--- src/rtl/pc_redirect_unit_pkg.sv ---
// pc_redirect_unit_pkg
//   Shared encodings for the EX-stage redirect logic:
//   - NPCOp values driven to the combinational next-PC generator
//   - B-type funct3 condition codes
//   - redirect FSM state type
package pc_redirect_unit_pkg;

  localparam logic [2:0] NPC_PLUS4  = 3'b000;
  localparam logic [2:0] NPC_BRANCH = 3'b001;
  localparam logic [2:0] NPC_JUMP   = 3'b010;
  localparam logic [2:0] NPC_JALR   = 3'b100;

  localparam logic [2:0] F3_BEQ  = 3'b000;
  localparam logic [2:0] F3_BNE  = 3'b001;
  localparam logic [2:0] F3_BLT  = 3'b100;
  localparam logic [2:0] F3_BGE  = 3'b101;
  localparam logic [2:0] F3_BLTU = 3'b110;
  localparam logic [2:0] F3_BGEU = 3'b111;

  typedef enum logic {
    ST_RUN    = 1'b0,
    ST_SQUASH = 1'b1
  } redirect_state_e;

endpackage

--- src/rtl/pc_redirect_unit_branch_cmp.sv ---
// pc_redirect_unit_branch_cmp
//   Combinational B-type condition evaluator.
//   Ports:
//     i_funct3 [2:0]  branch condition code
//     i_rs1    [31:0] forwarded rs1
//     i_rs2    [31:0] forwarded rs2
//     o_taken         condition holds (010/011 are never taken)
module pc_redirect_unit_branch_cmp
  import pc_redirect_unit_pkg::*;
(
  input  logic [2:0]  i_funct3,
  input  logic [31:0] i_rs1,
  input  logic [31:0] i_rs2,
  output logic        o_taken
);

  logic w_eq;
  logic w_lt_s;
  logic w_lt_u;

  assign w_eq   = (i_rs1 == i_rs2);
  assign w_lt_s = ($signed(i_rs1) < $signed(i_rs2));
  assign w_lt_u = (i_rs1 < i_rs2);

  always_comb begin
    o_taken = 1'b0;
    case (i_funct3)
      F3_BEQ:  o_taken = w_eq;
      F3_BNE:  o_taken = !w_eq;
      F3_BLT:  o_taken = w_lt_s;
      F3_BGE:  o_taken = !w_lt_s;
      F3_BLTU: o_taken = w_lt_u;
      F3_BGEU: o_taken = !w_lt_u;
      default: o_taken = 1'b0;
    endcase
  end

endmodule

--- src/rtl/pc_redirect_unit.sv ---
// pc_redirect_unit
//   EX-stage control-flow resolver and fetch-PC register owner. Drives NPCOp
//   to the next-PC generator, registers its result as the fetch PC, flushes
//   IF/ID and ID/EX on a redirect, and ignores EX for SQUASH_CYCLES cycles
//   afterwards so wrong-path instructions cannot redirect again.
//
//   Optional feature macro: PC_REDIRECT_STATS_EN (branch/taken/jump counters).
//
//   Ports:
//     clk, rstn                  clock, async active-low reset
//     stall                      hold the PC (a redirect overrides it)
//     ex_valid/ex_branch/ex_jal/ex_jalr/ex_funct3/ex_rs1/ex_rs2
//                                EX-stage instruction info
//     npc_in       [31:0]        next PC from the generator
//     npc_op       [2:0]         NPCOp (combinational)
//     pc_out       [31:0]        registered fetch PC
//     flush_ifid, flush_idex     pipeline flushes (combinational)
//     misalign_err               sticky misaligned redirect target
//     stat_clr, stat_branch, stat_taken, stat_jump   (macro only)
module pc_redirect_unit
  import pc_redirect_unit_pkg::*;
#(
  parameter logic [31:0] RESET_PC      = 32'h0000_0000,
  parameter int unsigned SQUASH_CYCLES = 2
) (
  input  logic        clk,
  input  logic        rstn,
  input  logic        stall,
  input  logic        ex_valid,
  input  logic        ex_branch,
  input  logic        ex_jal,
  input  logic        ex_jalr,
  input  logic [2:0]  ex_funct3,
  input  logic [31:0] ex_rs1,
  input  logic [31:0] ex_rs2,
  input  logic [31:0] npc_in,
  output logic [2:0]  npc_op,
  output logic [31:0] pc_out,
  output logic        flush_ifid,
  output logic        flush_idex,
`ifdef PC_REDIRECT_STATS_EN
  input  logic        stat_clr,
  output logic [31:0] stat_branch,
  output logic [31:0] stat_taken,
  output logic [31:0] stat_jump,
`endif
  output logic        misalign_err
);

  // Counter load value: the redirect cycle itself is not counted, so a
  // window of N cycles loads N-1 and leaves SQUASH after the cnt==0 cycle.
  localparam logic [2:0] SQ_LOAD = (SQUASH_CYCLES == 0) ? 3'd0
                                                        : 3'(SQUASH_CYCLES - 1);

  redirect_state_e r_state;
  redirect_state_e w_state_nxt;
  logic [2:0]      r_cnt;
  logic [2:0]      w_cnt_nxt;
  logic [31:0]     r_pc;
  logic            r_misalign;

  logic w_active;
  logic w_taken;
  logic w_redirect;
  logic w_br_taken;

  pc_redirect_unit_branch_cmp u_branch_cmp (
    .i_funct3 (ex_funct3),
    .i_rs1    (ex_rs1),
    .i_rs2    (ex_rs2),
    .o_taken  (w_taken)
  );

  assign w_active = (r_state == ST_RUN) && ex_valid;

  // Priority JALR > JAL > BRANCH; the branch compare is only consulted when
  // neither jump flag is set.
  always_comb begin
    npc_op     = NPC_PLUS4;
    w_redirect = 1'b0;
    w_br_taken = 1'b0;
    if (w_active) begin
      if (ex_jalr) begin
        npc_op     = NPC_JALR;
        w_redirect = 1'b1;
      end else if (ex_jal) begin
        npc_op     = NPC_JUMP;
        w_redirect = 1'b1;
      end else if (ex_branch && w_taken) begin
        npc_op     = NPC_BRANCH;
        w_redirect = 1'b1;
        w_br_taken = 1'b1;
      end
    end
  end

  assign flush_ifid = w_redirect;
  assign flush_idex = w_redirect;

  always_comb begin
    w_state_nxt = r_state;
    w_cnt_nxt   = r_cnt;
    case (r_state)
      ST_RUN: begin
        if (w_redirect && (SQUASH_CYCLES != 0)) begin
          w_state_nxt = ST_SQUASH;
          w_cnt_nxt   = SQ_LOAD;
        end
      end
      ST_SQUASH: begin
        // Counts down regardless of stall: the window is wall-clock cycles.
        if (r_cnt == 3'd0) begin
          w_state_nxt = ST_RUN;
        end else begin
          w_cnt_nxt = r_cnt - 3'd1;
        end
      end
      default: begin
        w_state_nxt = ST_RUN;
        w_cnt_nxt   = 3'd0;
      end
    endcase
  end

  always_ff @(posedge clk or negedge rstn) begin
    if (!rstn) begin
      r_state <= ST_RUN;
      r_cnt   <= 3'd0;
    end else begin
      r_state <= w_state_nxt;
      r_cnt   <= w_cnt_nxt;
    end
  end

  always_ff @(posedge clk or negedge rstn) begin
    if (!rstn) begin
      r_pc       <= RESET_PC;
      r_misalign <= 1'b0;
    end else begin
      if (w_redirect) begin
        r_pc <= {npc_in[31:2], 2'b00};
        if (npc_in[1:0] != 2'b00) begin
          r_misalign <= 1'b1;
        end
      end else if (!stall) begin
        r_pc <= npc_in;
      end
    end
  end

  assign pc_out       = r_pc;
  assign misalign_err = r_misalign;

`ifdef PC_REDIRECT_STATS_EN
  logic [31:0] r_stat_branch;
  logic [31:0] r_stat_taken;
  logic [31:0] r_stat_jump;

  always_ff @(posedge clk or negedge rstn) begin
    if (!rstn) begin
      r_stat_branch <= 32'd0;
      r_stat_taken  <= 32'd0;
      r_stat_jump   <= 32'd0;
    end else if (stat_clr) begin
      r_stat_branch <= 32'd0;
      r_stat_taken  <= 32'd0;
      r_stat_jump   <= 32'd0;
    end else begin
      if (w_active && ex_branch) begin
        r_stat_branch <= r_stat_branch + 32'd1;
      end
      if (w_br_taken) begin
        r_stat_taken <= r_stat_taken + 32'd1;
      end
      if (w_active && (ex_jal || ex_jalr)) begin
        r_stat_jump <= r_stat_jump + 32'd1;
      end
    end
  end

  assign stat_branch = r_stat_branch;
  assign stat_taken  = r_stat_taken;
  assign stat_jump   = r_stat_jump;
`endif

endmodule

--- config.mk ---
export PLATFORM = sky130hd
export DESIGN_NAME = pc_redirect_unit
export DESIGN_NICKNAME = d
export VERILOG_FILES = /design/src/rtl/pc_redirect_unit_pkg.sv /design/src/rtl/pc_redirect_unit_branch_cmp.sv /design/src/rtl/pc_redirect_unit.sv
export SDC_FILE = /design/constraint.sdc
export NUM_CORES = 1
export LEC_CHECK = 0
export ABC_AREA = 1
export CAP_MARGIN = 20
export CORE_MARGIN = 10
export CORE_UTILIZATION = 40
export CTS_CLUSTER_DIAMETER = 100
export DETAILED_ROUTE_END_ITERATION = 12
export DONT_BUFFER_PORTS = 1
export PLACE_DENSITY_LB_ADDON = 0.2
export SLEW_MARGIN = 20
export SYNTH_ARGS = -nofsm -noshare
export SYNTH_HDL_FRONTEND = slang
export SYNTH_SLANG_ARGS = --single-unit
--- constraint.sdc ---
create_clock -name clk -period 2.7 [get_ports clk]
set_input_delay 0.135 -clock clk [delete_from_list [all_inputs] [get_ports clk]]
set_output_delay 0.135 -clock clk [all_outputs]
set_load 0.02 [all_outputs]
==> results of run 1 <==
[layer usage]
| layer | track usage (%) | share of wire [%] | up-vias |
|---|---|---|---|
| met5 | 0 | 0 | - |
| met4 | 3.859 | 1.7 | 0 |
| met3 | 7.080 | 10 | 18 |
| met2 | 23.49 | 51 | 103 |
| met1 | 15.87 | 37 | 1062 |
| li1 | - | - | 1209 |
[state kept, by name, summed over array words and instances, names as in the netlist]
name          count
pc_out           32
r_state           1
misalign_err      1
r_cnt             3
[cells by family after synthesis]
| kind of cell | Yosys count | synth area share [%] |
|---|---|---|
| AO/OA/AOI/OAI | 26 | 5.537 |
| flip-flops | 37 | 35.02 |
| adder cells (fa/ha/maj) | 34 | 16.09 |
| buffers and inverters | 61 | 11.12 |
| AND/OR/NAND/NOR | 182 | 32.23 |
[worst paths after layout]
| check | to | slack, ns | start | cells past startpoint |
|---|---|---|---|---|
| setup / recovery | pc_out[8] | 0.19 | ex_rs2[23] | 18 |
| hold / removal | pc_out[10] | 0.009 | stall | 2 |
| setup reg to reg | pc_out[22] | 0.75 | r_state | 8 |
| hold reg to reg | r_cnt[2] | 0.50 | r_cnt[2] | 2 |
| max in group asynchronous | pc_out[7] | 2.21 | rstn | 2 |
| min in group asynchronous | pc_out[14] | 0.30 | rstn | 2 |
[power by group through the flow]
stage,clock (mW),sequential (mW),combinational [mW]
floorplan,0,0.869,0.444
global placement,0,0.913,0.471
detailed placement,0,0.910,0.484
CTS,0.507,0.902,0.665
global route,0.530,0.917,0.802
finish,0.498,0.899,0.700
[synth_stat cells (all sizes together)]
master	instances	area, sq um
nand4	1	6.260
nand3b	3	22.52
dfrtp	37	925.9
nand2	119	529.3
ha	34	425.4
buf	8	82.57
nand3	42	210.2
a21oi	18	93.84
o21ai	3	15.01
o21a	2	15.01
nor2	15	58.81
clkbuf	1	3.750
nor3b	1	18.77
dlygate4sd3	2	20.02
nor4	1	6.260
o21bai	1	7.510
inv	50	187.7
a21o	2	15.01
[through the flow]
step,setup slack [ns],instance area (sq um),TNS (ns)
2_1_floorplan,0.5067,2644,0
3_3_place_gp,0.3215,2664,0
3_5_place_dp,0.2410,2664,0
4_1_cts,0.02180,3441,0
5_1_grt,-0.04213,3496,-0.2317
6_report,0.1942,3496,0
[area by class of cell]
| type | count | area (sq um) | share of cell area (%) |
|---|---|---|---|
| Sequential cell | 37 | 925.9 | 26.49 |
| Clock inverter | 1 | 30.03 | 0.8590 |
| Timing Repair Buffer | 69 | 698.2 | 19.97 |
| Multi-Input combinational cell | 243 | 1471 | 42.09 |
| Inverter | 50 | 187.7 | 5.369 |
| Tap cell | 77 | 96.34 | 2.756 |
| Clock buffer | 7 | 86.33 | 2.470 |
[repair_timing]
| action | 4_1_cts | 5_1_grt |
|---|---|---|
| hold buffers | 65 | 0 |
| endpoints found under the hold margin | 69 | 0 |
| gates resized for setup | 0 | 7 |
| setup endpoints to repair | 0 | 28 |
==> key figures, run 1 <==
Critical path
  – WP data arrival: 2.68 ns
  – CP required: roughly 2.9 ns
  – Crit path cell chain: inv_1, ha_1, nand2_1, nor2_2, nand3b_1, nor3b_4, nand2_2, nand2_2, nand2_2, a21oi_2, nand2_1, nand2_2, nand2_2, nand2_8, nand2_4, nand2_1, nand2_1, dlygate4sd3_1
  – Crit start category: input port
  – Slowest stage delay, CP: 0.56 ns
  – Crit path top cell by count: nand2_2
  – Kind of end point of the critical path: flip-flop
  – Critical path's slowest cell: dlygate4sd3_1
  – CP max FO: 15
  – Worst Path Class, Setup: input port to flip-flop
  – CP top delay family: simple AND/OR/NAND/NOR gates
  – WP buf/inv: 2

Timing
  – Final min period: 2.506 ns
  – Slew @ Worst Pin: between 0.3 and 0.4 ns
  – Final Setup Violations: 0
  – Fin. Hold Viols: 0
  – Slew headroom: 73.27%
  – Hold WS: between 0.009 and 0.01 ns
  – Final Slew Violations: 0
  – Post-route clock period utilization: 92.81%
  – Peak Freq: 399.1 MHz
  – Clk_skew: 0.005556 ns

Routing
  – DR DRC count: 0
  – Post-Route WL: 7.710 mm
  – Vias per inst: 4.942
  – WL per Instance: 15.93 um
  – DRT antenna net count: 0
  – DR pass1 iterations: 4
  – Starting DRC count in detailed routing: 75
  – Via count: 2,392

Layout
  – Most frequent cells in the layout: nand2_1 (90), dlygate4sd3_1 (64), inv_1 (50)
  – Nets@finish: roughly 550
  – Area growth from synthesis to layout: 32.23%
  – Final Util: 54.74%
  – Ant diodes: 0
  – Commonest non-fill, non-tap cell in the layout: nand2_1
  – Fin cells: approximately 480
  – Share of layout cells above drive strength 1: a little under an eighth
  – Layout fillers: 567

Floorplan
  – Initial Utilization: just over 40%
  – Core Region: 0.006386 sq mm
  – Die height: ~100 um
  – Width of the chip: 101.3 um
  – Row count: 29
  – I/O pin cnt: 144
  – Full die area: around 0.01 sq mm

Global route
  – Largest net degree at the start of global routing: 38
  – Initial antenna violation count: 0
  – Wire length of the first global-routing pass: ~12 mm
  – Total GRT Usage: 14.21%
  – GRT overflow: 0
  – Number of global-route vias before repair: 2,449

Power and ir drop
  – Power, Total: between 2 and 2.5 mW
  – Leak: between 1.5 and 2 nW
  – Switching share of power: a little under two fifths
  – Peak VDD IR: 0.0004861 V
  – P_sw: 0.7732 mW
  – Clock share of power: 23.7%
  – Logic gate share of total power: 33.4%
  – Pwr Density: 599.7 mW/mm^2
  – Pint: 1.323 mW
  – Reg power frac: 42.9%

Placed design
  – Buffers on Ports: 0
  – HPWL after DPL: 5.393 mm
  – Placed insts: 410
  – GPL Wtd Cong: about 0.75

Clocking
  – Clk sinks: 37
  – H-tree levels: 2
  – CTS root buffer: clkbuf_8
  – CTS Buffer Depth: 2
  – Clk slew on worst S/H paths: roughly 0.070 ns
  – Worst skew pair latency: 0.29 ns
  – Post-CTS setup buffer count: 0
  – Num CTS Buffers: 5
  – Clock tree from TritonCTS: done

Yosys
  – Post-synthesis sequential area ratio: 35.02%
  – Syn nets: 480
  – Netlist Area Pre-Place: 0.002644 sq mm
  – Mean Syn Cell Area: 7.776 sq um
  – Yosys reg bits: 37
  – YS warnings: 0
  – Synth Instances: 340
  – Yosys cell types: 23

Flow run
  – Max Cap Viol: 0

Run status
  – Status: finished, final reports clean

Min path
  – Hold/Removal Path Class: input port to flip-flop
Power figures use the tool's default switching activity.
==> inputs of run 2 (changes only) <==
- CORE_ASPECT_RATIO: unset -> 0.6
==> run 2 against run 1 <==
Effect of this change:
- critical path depth fell by 1
- combinational power fell by 22%
- clock skew rose by 0.00055 ns
- wire length fell by 5.3%
- cell area fell by 10%
- critical path type unchanged
- largest cell class unchanged
- highest routed layer unchanged
==> key figures, run 2 (synthesis results as in run 1) <==
Timing
  – Slew headroom: 61.19% (was 73.27%)
  – Hold WS: 0.02124 ns (was 0.009448 ns)
  – Slew @ Worst Pin: 0.5821 ns (was 0.3995 ns)
  – Peak Freq: 410.9 MHz (was 399.1 MHz)
  – Final Setup Violations: 0 (unchanged)
  – Final Slew Violations: 0 (unchanged)
  – Fin. Hold Viols: 0 (unchanged)
  – Clk_skew: 0.006110 ns (was 0.005556 ns)
  – Final min period: 2.433 ns (was 2.506 ns)
  – Sum of negative setup slack: 0 ns (unchanged)
  – Post-route clock period utilization: 90.13% (was 92.81%)
  – RSZ-0062 raised after global routing: no

Global route
  – Number of global-route vias before repair: 2,277 (was 2,449)
  – Initial antenna violation count: 0 (unchanged)
  – GRT overflow: 0 (unchanged)
  – Largest net degree at the start of global routing: 38 (unchanged)
  – Wire length of the first global-routing pass: 11.67 mm (was 11.95 mm)
  – Total GRT Usage: 13.35% (was 14.21%)

Power and ir drop
  – P_sw: 0.7440 mW (was 0.7732 mW)
  – Clock share of power: 25.7% (was 23.7%)
  – Leak: 1.731 nW (was 1.886 nW)
  – Pwr Density: 619.2 mW/mm^2 (was 599.7 mW/mm^2)
  – Reg power frac: 46.1% (was 42.9%)
  – Pint: 1.201 mW (was 1.323 mW)
  – Logic gate share of total power: 28.2% (was 33.4%)
  – Switching share of power: 38.26% (was 36.88%)
  – Peak VDD IR: 0.0002861 V (was 0.0004861 V)

Floorplan
  – Core Region: 0.006248 sq mm (was 0.006386 sq mm)
  – I/O pin cnt: 144 (unchanged)
  – Full die area: 0.01037 sq mm (was 0.01026 sq mm)
  – Row count: 22 (was 29)
  – Width of the chip: 125.0 um (was 101.3 um)
  – Initial Utilization: 42.31% (was 41.40%)
  – Die height: 82.98 um (was 101.3 um)

Routing
  – Vias per inst: 4.754 (was 4.942)
  – DR DRC count: 0 (unchanged)
  – Starting DRC count in detailed routing: 118 (was 75)
  – Via count: 2,182 (was 2,392)
  – WL per Instance: 15.90 um (was 15.93 um)
  – Post-Route WL: 7.298 mm (was 7.710 mm)
  – DR pass1 iterations: 4 (unchanged)
  – DRT antenna net count: 0 (unchanged)

Clocking
  – Clk slew on worst S/H paths: 0.07 ns (about the same)
  – Worst skew pair latency: 0.29 ns (about the same)
  – H-tree levels: 2 (unchanged)
  – Clk sinks: 37 (unchanged)
  – Clock tree from TritonCTS: done (unchanged)
  – Num CTS Buffers: 5 (unchanged)
  – Post-CTS setup buffer count: 0 (unchanged)
  – CTS Buffer Depth: 2 (unchanged)
  – CTS root buffer: clkbuf_8 (unchanged)

Critical path
  – Setup crit end: pc_out[0] (was pc_out[8])
  – Reg2reg path depth: 7 (was 8)
  – Kind of end point of the critical path: flip-flop (unchanged)
  – Crit path cell chain: inv_1, ha_1, a21oi_1, o21a_1, nand2_1, a21oi_1, nand2_2, nand2_1, nand3_1, nand2_1, nand2_1, nand2_2, nand2_2, nand2_4, inv_1, a21oi_1, dlygate4sd3_1 (was inv_1, ha_1, nand2_1, nor2_2, nand3b_1, nor3b_4, nand2_2, nand2_2, nand2_2, a21oi_2, nand2_1, nand2_2, nand2_2, nand2_8, nand2_4, nand2_1, nand2_1, dlygate4sd3_1)
  – R2R Setup Slk: 0.94 ns (was 0.75 ns)
  – Worst Path Class, Setup: input port to flip-flop (unchanged)
  – Reg2Reg Capture Point: pc_out[0] (was pc_out[22])
  – Slowest stage delay, CP: 0.56 ns (about the same)
  – FF-to-FF Start: r_state (unchanged)
  – CP startpoint: ex_rs2[31] (was ex_rs2[23])
  – CP max FO: 17 (was 15)
  – WP buf/inv: 3 (was 2)
  – WP data arrival: 2.66 ns (was 2.68 ns)
  – Crit path top cell by count: nand2_1 (was nand2_2)
  – CP top delay family: compound AO/OA/AOI/OAI gates (was simple AND/OR/NAND/NOR gates)
  – Critical path's slowest cell: dlygate4sd3_1 (unchanged)
  – Crit start category: input port (unchanged)
  – WP depth: 17 (was 18)
  – CP required: 2.93 ns (was 2.87 ns)

Placed design
  – HPWL after DPL: 5.815 mm (was 5.393 mm)
  – GPL Wtd Cong: 0.7605 (was 0.7523)
  – Buffers on Ports: 0 (unchanged)

Flow run
  – Max Cap Viol: 0 (unchanged)

Layout
  – Area growth from synthesis to layout: 18.79% (was 32.23%)
  – Ant diodes: 0 (unchanged)
  – Layout fillers: 615 (was 567)
  – Final Util: 50.26% (was 54.74%)
  – Max reg flops: 32 (unchanged)
  – Commonest non-fill, non-tap cell in the layout: nand2_1 (unchanged)
  – Nets@finish: 514 (was 546)
  – Share of layout cells above drive strength 1: 12.00% (was 11.79%)
  – Most frequent cells in the layout: nand2_1 (90), inv_1 (50), nand3_1 (42) (was nand2_1 (90), dlygate4sd3_1 (64), inv_1 (50))

Min path
  – Hold/Removal Path Class: input port to flip-flop (unchanged)

Run status
  – Status: finished, final reports clean (unchanged)
## run 2: cell count changes in the layout (fill, tap and decap cells not counted), sizes merged
| cell | change |
|---|---|
| dlygate4sd3 | -31 |
| clkbuf | -1 |
| clkinvlp | +1 |
| nand2 | -1 |
## run 2: repair_timing
item,4_1_cts,5_1_grt
endpoints found under the hold margin,69,0
gates resized for setup,0,0
hold buffers,35,0
## run 2: per-layer routing
metal	vias up	global-route usage, %	routed length [um]
met2	75	20.97	3405
met5	-	0	0
li1	1137	-	-
met4	0	2.174	22
met1	968	16.38	3207
met3	2	6.599	662
## run 2: power by group through the flow
stage | Combinational [mW] | Sequential, mW | Clock, mW
final | 0.548 | 0.896 | 0.500
after detailed placement | 0.489 | 0.911 | 0
after CTS | 0.556 | 0.903 | 0.517
after global routing | 0.635 | 0.916 | 0.539
after global placement | 0.469 | 0.914 | 0
after floorplan | 0.444 | 0.869 | 0
## run 2: per-stage QoR
stage               area, sq um  instances  total power [mW]  worst slack (ns)
floorplan                  2644        340             1.313            0.5067
global placement           2665        416             1.383            0.2077
detailed placement         2665        416             1.400            0.1645
CTS                        3146        459             1.977            0.2853
global route               3141        459             2.090          0.005508
finish                     3141        459             1.945            0.2666
## run 2: worst min-delay path: cells and delay by family
kind / cells / cell delay [ns]
AOI/OAI and AO/OA: 1 / 0.06
and+or+nand+nor: 1 / 0.05
buffers and inverters: 1 / 0.03
## run 2: worst min-delay path by stage
stage	start	end	slack [ns]	depth (start not counted)
floorplan	rstn	misalign_err	-0.16	0
global placement	rstn	pc_out[19]	-0.16	0
detailed placement	rstn	pc_out[19]	-0.16	0
CTS	stall	pc_out[1]	0.01	3
global route	npc_in[1]	misalign_err	0.03	2
finish	stall	pc_out[1]	0.02	3
## run 2: cell type report
class | instances | area (sq um) | share of cell area [%]
Multi-Input combinational cell | 242 | 1424 | 45.34
Sequential cell | 37 | 925.9 | 29.48
Timing Repair Buffer | 38 | 377.9 | 12.03
Inverter | 50 | 187.7 | 5.976
Tap cell | 84 | 105.1 | 3.347
Clock buffer | 6 | 82.58 | 2.629
Clock inverter | 2 | 37.54 | 1.195
==> inputs of run 3 (changes only) <==
--- a/config.mk
+++ b/config.mk
@@ -8,3 +8,3 @@
 export ABC_AREA = 1
-export CAP_MARGIN = 20
+export CAP_MARGIN = 15
 export CORE_ASPECT_RATIO = 0.6
==> constraint.sdc (replaced) <==
create_clock -name clk -period 2.7 [get_ports clk]
set_input_delay 0.27 -clock clk [delete_from_list [all_inputs] [get_ports clk]]
set_output_delay 0.27 -clock clk [all_outputs]
set_load 0.02 [all_outputs]
==> run 3 against run 2 <==
Effect of this change:
- flip-flop and latch count unchanged
- clock skew fell by 0.00087 ns
- core utilization fell by 5.6 points
- clock power decreased by 25%
- register-to-register slack gained 0.27 ns
- cell count down 7.0%
- power shrank 8.5%
- cell area fell by 11%
- setup slack lost 0.11 ns
- non-clock buffer count decreased by 32
- maximum frequency decreased by 4.3%
- critical endpoint is now flush_idex
- largest power group unchanged
==> key figures, run 3 (synthesis results as in run 1) <==
Layout
  – Area of the multi-input gates: 0.001424 sq mm (unchanged)
  – Final Util: 44.63% (was 50.26%)
  – Area growth from synthesis to layout: 5.490% (was 18.79%)
  – Ant diodes: 0 (unchanged)
  – Most frequent cells in the layout: nand2_1 (90), inv_1 (50), nand3_1 (42) (unchanged)
  – Final instance area: 0.002789 sq mm (was 0.003141 sq mm)
  – Nets@finish: 482 (was 514)
  – Layout fillers: 639 (was 615)
  – Share of layout cells above drive strength 1: 13.12% (was 12.00%)
  – Register area: 925.9 sq um (unchanged)
  – Max reg flops: 32 (unchanged)
  – Commonest non-fill, non-tap cell in the layout: nand2_1 (unchanged)
  – Fin cells: 427 (was 459)

Floorplan
  – Full die area: 0.01037 sq mm (unchanged)
  – I/O pin cnt: 144 (unchanged)
  – Die height: 82.98 um (unchanged)
  – Core Region: 0.006248 sq mm (unchanged)
  – Row count: 22 (unchanged)
  – Initial Utilization: 42.31% (unchanged)
  – Width of the chip: 125.0 um (unchanged)

Critical path
  – Reg2Reg Capture Point: pc_out[30] (was pc_out[0])
  – CP required: 2.43 ns (was 2.93 ns)
  – Crit start category: input port (unchanged)
  – FF-to-FF Start: r_state (unchanged)
  – WP data arrival: 2.27 ns (was 2.66 ns)
  – Worst Path Class, Setup: input port to output port (was input port to flip-flop)
  – Kind of end point of the critical path: output port (was flip-flop)
  – R2R Setup Slk: 1.21 ns (was 0.94 ns)
  – Reg2reg path depth: 7 (unchanged)
  – CP max FO: 9 (was 17)

Clocking
  – CTS Buffer Depth: 2 (unchanged)
  – # hold bufs at CTS: 2 (was 35)
  – Clock tree from TritonCTS: done (unchanged)
  – Post-CTS setup buffer count: 0 (unchanged)
  – Num CTS Buffers: 5 (unchanged)
  – CTS root buffer: clkbuf_8 (unchanged)
  – Clk slew on worst S/H paths: 0.08 ns (was 0.07 ns)
  – Post_cts resized: 0 (unchanged)
  – H-tree levels: 2 (unchanged)
  – Worst skew pair latency: 0.29 ns (about the same)
  – Clk sinks: 37 (unchanged)

Power and ir drop
  – Pwr Density: 638.0 mW/mm^2 (was 619.2 mW/mm^2)
  – Pint: 1.051 mW (was 1.201 mW)
  – P_sw: 0.7287 mW (was 0.7440 mW)
  – Clock share of power: 21.1% (was 25.7%)
  – Logic gate share of total power: 28.5% (was 28.2%)
  – Peak VDD IR: 0.0003239 V (was 0.0002861 V)
  – Power, Total: 1.779 mW (was 1.945 mW)
  – Leak: 1.584 nW (was 1.731 nW)
  – Switching share of power: 40.95% (was 38.26%)
  – Reg power frac: 50.5% (was 46.1%)

Placed design
  – GPL Wtd Cong: 0.7217 (was 0.7605)
  – Post-DP Area: 0.002673 sq mm (was 0.002665 sq mm)
  – HPWL after DPL: 5.918 mm (was 5.815 mm)
  – Placed insts: 417 (was 416)
  – Buffers on Ports: 0 (unchanged)

Min path
  – Hold Crit Start: npc_in[28] (was stall)
  – Hold path endpoint: pc_out[28] (was pc_out[1])
  – Min-Delay Path Depth: 2 (was 3)
  – Hold/Removal Path Class: input port to flip-flop (unchanged)

Global route
  – Number of global-route vias before repair: 2,018 (was 2,277)
  – Wire length of the first global-routing pass: 10.86 mm (was 11.67 mm)
  – Total GRT Usage: 12.59% (was 13.35%)
  – GRT overflow: 0 (unchanged)
  – Largest net degree at the start of global routing: 38 (unchanged)
  – Initial antenna violation count: 0 (unchanged)

Timing
  – Slew headroom: 71.40% (was 61.19%)
  – Peak Freq: 393.2 MHz (was 410.9 MHz)
  – Slew @ Worst Pin: 0.4287 ns (was 0.5821 ns)
  – Final Setup Violations: 0 (unchanged)
  – Final Slew Violations: 0 (unchanged)
  – Final min period: 2.543 ns (was 2.433 ns)
  – Post-route clock period utilization: 94.20% (was 90.13%)
  – RSZ-0062 raised after global routing: no (unchanged)
  – Fin. Hold Viols: 0 (unchanged)
  – Sum of negative setup slack: 0 ns (unchanged)
  – Clk_skew: 0.005240 ns (was 0.006110 ns)

Routing
  – Via count: 2,084 (was 2,182)
  – DR pass1 iterations: 4 (unchanged)
  – DR DRC count: 0 (unchanged)
  – Vias per inst: 4.881 (was 4.754)
  – WL per Instance: 16.49 um (was 15.90 um)
  – DRT antenna net count: 0 (unchanged)
  – Starting DRC count in detailed routing: 112 (was 118)
  – Post-Route WL: 7.042 mm (was 7.298 mm)

Flow run
  – Max Cap Viol: 0 (unchanged)

Run status
  – Status: finished, final reports clean (unchanged)
-- run 3: cell count changes in the layout (fill, tap and decap cells not counted) --
cell           previous run  this run
buf_4                     3         4
buf_2                     1         0
dlygate4sd3_1            33         1
bufinv_16                 1         0
clkbuf_8                  6         5
clkinv_2                  0         2
-- run 3: power groups by stage --
stage,clock network (mW),registers (mW),logic (mW)
global placement,0,0.912,0.479
detailed placement,0,0.914,0.499
finish,0.375,0.898,0.507
global route,0.421,0.918,0.585
floorplan,0,0.869,0.444
CTS,0.388,0.906,0.516
-- run 3: through the flow --
| step | hold slack [ns] | setup slack, ns |
|---|---|---|
| finish | 0.08129 | 0.1567 |
| floorplan | -0.02559 | 0.2367 |
| detailed placement | -0.02415 | 0.1114 |
| global route | 0.06081 | 0.02362 |
| CTS | 0.07307 | 0.1755 |
| global placement | -0.02445 | 0.1826 |
-- run 3: worst max-delay path by stage --
stage               start         end  slack [ns]  depth (start not counted)
2_1_floorplan  ex_rs2[31]   npc_op[0]        0.24                         14
3_3_place_gp   ex_rs2[31]  pc_out[20]        0.18                         15
3_5_place_dp   ex_rs2[31]  pc_out[30]        0.11                         17
4_1_cts        ex_rs2[19]  flush_idex        0.18                         16
5_1_grt        ex_rs2[19]  flush_ifid        0.02                         16
6_report       ex_rs2[31]  flush_idex        0.16                         16
-- run 3: per-layer routing --
metal,wire length [um],track usage [%],up-vias
li1,-,-,1075
met3,723,7.170,0
met1,3179,15.61,932
met4,0,1.242,0
met2,3139,19.21,77
met5,0,0,-
-- run 3: layout make-up --
cell class                 count  area share, %
clock inverter                 3         0.6281
clock buffer                   5          2.467
tap                           84          3.769
sequential                    37          33.20
inverter                      50          6.729
multi-input combinational    242          51.05
timing repair buffer           6          2.153
-- run 3: worst max-delay path, stage by stage --
cell	delay, ns
inv_1	0.02
ha_1	0.33
a21oi_1	0.21
o21a_1	0.14
nand2_1	0.05
a21oi_1	0.32
nand2_2	0.13
nand2_1	0.08
nand3_1	0.07
nand2_1	0.06
nand2_1	0.06
nand2_2	0.07
nand2_2	0.06
nand2_4	0.12
inv_1	0.09
buf_4	0.18
